File: config.mk
export PLATFORM = sky130hd
export DESIGN_NAME = rca_adder_4bit_reg
export DESIGN_NICKNAME = d
export VERILOG_FILES = /design/src/rtl/rca_adder_4bit_reg.sv
export SDC_FILE = /design/constraint.sdc
export NUM_CORES = 1
export LEC_CHECK = 0
export ABC_AREA = 0
export CAP_MARGIN = 20
export CORE_AREA = 10 10 47 49
export DETAILED_ROUTE_END_ITERATION = 10
export DIE_AREA = 0 0 57 59
export PLACE_DENSITY = 0.44
export SKIP_CTS_REPAIR_TIMING = 1
export SYNTH_ARGS = -nofsm -noshare
export SYNTH_HDL_FRONTEND = slang
export SYNTH_SLANG_ARGS = --single-unit
File: constraint.sdc
create_clock -name clk -period 0.8 [get_ports clk]
set_clock_uncertainty 0.05 [all_clocks]
set_input_delay 0.16 -clock clk [delete_from_list [all_inputs] [get_ports clk]]
set_output_delay 0.16 -clock clk [all_outputs]
set_load 0.02 [all_outputs]
File: src/rtl/rca_adder_4bit_reg.sv
// 4-bit unsigned ripple-carry adder with a registered sum/carry output.
// The ripple chain is built from four explicit full-adder stages; the only
// state is the output register, so results appear one clock after A/B.

// Single-bit full adder used as one stage of the ripple chain.
module rca_fa (
    input  logic a_i,
    input  logic b_i,
    input  logic ci_i,
    output logic s_o,
    output logic co_o
);
    logic p;

    // Propagate term is shared between the sum and the carry expressions.
    assign p    = a_i ^ b_i;
    assign s_o  = p ^ ci_i;
    assign co_o = (a_i & b_i) | (ci_i & p);
endmodule

module rca_adder_4bit_reg (
    input  logic       clk,
    input  logic       rst,
    input  logic [3:0] A,
    input  logic [3:0] B,
    output logic [3:0] sum,
    output logic       cout
);
    localparam int NUM_STAGES = 4;

    // carry[i] is the carry into stage i; carry[NUM_STAGES] is the raw carry-out.
    logic [NUM_STAGES:0]   carry;
    logic [NUM_STAGES-1:0] sum_d;
    logic                  cout_d;
    logic [NUM_STAGES-1:0] sum_q;
    logic                  cout_q;

    assign carry[0] = 1'b0;

    // One full adder per bit, carry rippling from bit 0 upward.
    for (genvar i = 0; i < NUM_STAGES; i++) begin : g_stage
        rca_fa u_fa (
            .a_i  (A[i]),
            .b_i  (B[i]),
            .ci_i (carry[i]),
            .s_o  (sum_d[i]),
            .co_o (carry[i+1])
        );
    end

    assign cout_d = carry[NUM_STAGES];

    // Output register: reset clears immediately, otherwise capture the
    // combinational result every edge (no enable, no handshake).
    always_ff @(posedge clk or posedge rst) begin
        if (rst) begin
            sum_q  <= '0;
            cout_q <= 1'b0;
        end else begin
            sum_q  <= sum_d;
            cout_q <= cout_d;
        end
    end

    assign sum  = sum_q;
    assign cout = cout_q;
endmodule

[Yosys cells after proc, flatten, opt, wreduce, memory -nomap -nowiden]
Cells that the tools add are included.
Cells by class
  bitwise gates (word level): 17
Operators with widths (number)
  bitwise AND 1 bit: 7
  XOR 1 bit: 7
  bitwise OR 1 bit: 3
Word-level totals
  output and inout port bits: 5
  bits in registers: 5
  word-level logic and storage cells: 19
  bits of input ports: 10

[Depth between registers and ports, before layout]
Gate-level depths: netlist (run 1).
  depth after elaboration: 7
  mapped depth: 6
  depth with buffers taken out: 6

[By module]
From an unflattened synthesis (run 1), not the netlist that was laid out.
Unflattened totals
  cell total of the unflattened synthesis: 11
  area total of the unflattened synthesis: 212.7 um^2
Modules (own cells, without submodules)
  rca_adder_4bit_reg: seq. area each 125.1 um^2, area each 132.6 um^2, cells an instance 7, instances 1
  rca_fa: seq. area each 0.0 um^2, area each 20.0 um^2, cells an instance 1, instances 4

[Worst setup path after synthesis (run 1)]
OpenSTA, ideal clock, no wires.
  path type: input -> register
  start: input A[0]
  end: register sum_q[3], in the netlist sum[3]
  data required time: 0.686 ns
  setup slack: -0.897 ns
  buffers on the path: 0
  library setup time: 0.064 ns
  data arrival time: 1.583 ns
  stages on the path: 6
  cell sequence: ha_1 > fa_1 > fa_1 > inv_1 > fa_1 > inv_1
Between the ends
  word-level cells in the longest chain between the ends: 6
RTL lines
  start: declaration: RTL line 24  | input logic [3:0] A,
  bitwise AND 1 bit (2 in a row): RTL line 18  | assign co_o = (a_i & b_i) | (ci_i & p);
  bitwise OR 1 bit: RTL line 18
  bitwise AND 1 bit: RTL line 18
  bitwise OR 1 bit: RTL line 18
  XOR 1 bit: RTL line 17  | assign s_o = p ^ ci_i;
  net g_stage[3].u_fa.s_o: RTL line 10  | output logic s_o,
  end signal: assignment: RTL line 60  | sum_q <= sum_d;
  end: declaration: RTL line 35  | logic [NUM_STAGES-1:0] sum_q;
The timed path passes the listed nets, and every way through them passes these cells.

[Worst setup path in the final report (run 1)]
  start: input B[0]
  end: register sum_q[3], in the netlist sum[3]
Between the ends
  word-level cells in the longest chain between the ends: 6
RTL lines
  start: declaration: RTL line 25  | input logic [3:0] B,
  bitwise AND 1 bit (2 in a row): RTL line 18
  bitwise OR 1 bit: RTL line 18
  bitwise AND 1 bit: RTL line 18
  bitwise OR 1 bit: RTL line 18
  XOR 1 bit: RTL line 17
  net g_stage[3].u_fa.s_o: RTL line 10
The timed path passes the listed nets, and every way through them passes these cells.

==> flow_summary.ini, run 1 <==
[grt]
grt_pass1_vias = 224
grt_usage = 0.04534
grt_max_degree = 6
grt_antenna_before_repair = 0
grt_pass1_wl_um = 1035
overflow = 0

[power_and_ir_drop]
p_int_uw = 612.1
combPwrFrac = 0.284
clkPwrFrac = 0.347
switching_power_uw = 219.5
max-vdd-ir-drop_mv = 0.4309
power_frac_seq = 0.369
p_per_area_nw_per_um2 = 1883
finalPower_uw = 831.6
p_leak_uw = 0.0002221
switching_share = 0.2639

[floorplanning]
coreArea_sq_um = 1401
dieHeight_um = 59
dieArea_sq_um = 3363
row_count = 14
die_w_um = 57
initial_core_util = 0.1571
io_pins = 15

[cells_and_area]
mostFrequentLayoutCell = buf_6
fill_cells = 146
diodes = 0
fin_cells = 49
fin_area_sq_um = 441.7
mostFrequentLayoutCells = buf_6, inv_1, dfrtp_1, clkdlybuf4s50_1, clkbuf_4
drive_above_1_share = 0.4242
finalNetCount = 48
area_growth_syn_to_layout_pct = 100.6

[synth]
yosysWarnings = 0
avgSynthCellArea_sq_um = 14.68
ys_seq_area_frac = 0.5682
synthesis.area_sq_um = 220.2
synthTopCellsByArea = dfrtp_1, fa_1, inv_1
ys_types = 4
syn_nets = 29
synth_seq_cells = 5
synth_top_area_frac = 0.5682
synthCells = 15
yosysTopAreaCell = dfrtp_1

[route]
viasPerCell = 3.306
num_vias = 162
drt_iter0_drc = 1
drc_errors = 0
drt-total-wl_um = 615
drt_pre_antenna_iters = 2
routedWlPerCell_um = 12.55
antenna_left = 0

[timing]
relSlewSlack = 0.8830
setup_tns_ns = -2.391
rsz0062_at_grt = true
slew_violations = 0
setup_violations = 9
finalCriticalPeriod_ns = 1.517
worstMarginPinSlew_ns = 0.1753
finalHoldViolCount = 0
worst_slack_ns = -0.7175
max_freq_ghz = 0.6590
period_share = 1.897

[place]
hpwl_um = 515.8
dp_cells = 45
gp_congestion = 0.6967
port_buffers = 14
placed_cell_area_sq_um = 397.9

[critical_path]
cp_max_fo = 1
cp-end-kind = flip-flop
arrival_ns = 1.65
crit_type = in -> reg
startpoint_type = primary input
required_ns = 0.93

[run_status]
status = complete, but fails checks
violations = setup timing

[clock_network]
htreeDepth = 1
clk_pin_slew_ns = 0.04
clockBufferDepth = 2
cts_sinks = 5
cts_tree = done
cts-buffers-inserted = 3
cts-root-buf = clkbuf_4

[flow_run]
cap_violations = 0

[min_path]
hold_class = in -> async
==> kinds of logic after synthesis <==
group	after synthesis	synth area share
buffers and inverters	6	0.1023
DFF	5	0.5682
adders and majority gates	4	0.3295
==> synthesized netlist by cell type (all sizes together) <==
cell type,instances
inv,6
dfrtp,5
fa,3
ha,1
==> stage by stage <==
step	hold WS [ns]	utilization	worst slack, ns
after floorplan	-0.1115	-	-0.8326
after global placement	0.3213	0.2839	-1.357
after detailed placement	0.3193	0.2839	-1.397
after CTS	0.06015	0.3027	-1.126
after global routing	0.07731	0.3152	-0.7588
final	0.06628	0.3152	-0.7175
==> final timing paths <==
path,to,slack [ns],cells after the start,start
max,sum[3]$_DFF_PP0_,-0.72,7,B[0]
min,sum[1]$_DFF_PP0_,0.07,2,rst
max in group asynchronous,sum[2]$_DFF_PP0_,0.47,2,rst
min in group clk,sum[0]$_DFF_PP0_,0.08,2,A[0]
==> critical path: stages <==
cell and delay [ns]:
buf_8 0.10, ha_4 0.15, fa_2 0.39, fa_2 0.34, inv_2 0.06, fa_1 0.39
inv_1 0.06
==> sequential cells by signal, indices dropped and copies added (netlist names) <==
register  cells
sum           4
cout          1
==> layout make-up <==
class	instances	area [sq um]	area share
sequential	5	125.1	0.2833
tap	16	20.02	0.04533
clock buffer	4	26.28	0.05949
multi-input combinational	4	90.09	0.2040
timing repair buffer	14	157.7	0.3569
inverter	6	22.52	0.05099
==> metal layers <==
layer,global-route usage,share of wire,vias up
li1,-,-,75
met1,0.04015,0.38,68
met2,0.04806,0.38,17
met3,0.05365,0.19,2
met4,0.05034,0.039,0
met5,0,0,-
==> power groups by stage <==
| stage | registers [uW] | logic (uW) | clock network, uW |
|---|---|---|---|
| final | 307 | 236 | 289 |
| after global routing | 311 | 259 | 324 |
| after CTS | 299 | 236 | 303 |
| after detailed placement | 303 | 233 | 0 |
| after global placement | 302 | 230 | 0 |
| after floorplan | 351 | 42.6 | 0 |
Note: power is estimated with default switching activity, not from simulation.
==> run 2, diff against run 1 <==
--- a/config.mk
+++ b/config.mk
@@ -6,6 +6,7 @@
 export NUM_CORES = 1
 export LEC_CHECK = 0
 export ABC_AREA = 0
+export ABC_CLOCK_PERIOD_IN_PS = 800
 export CAP_MARGIN = 20
 export CORE_AREA = 10 10 47 49
 export DETAILED_ROUTE_END_ITERATION = 10
==> results of run 2 <==
The final DEF is identical to that of run 1; final timing and power are the same.
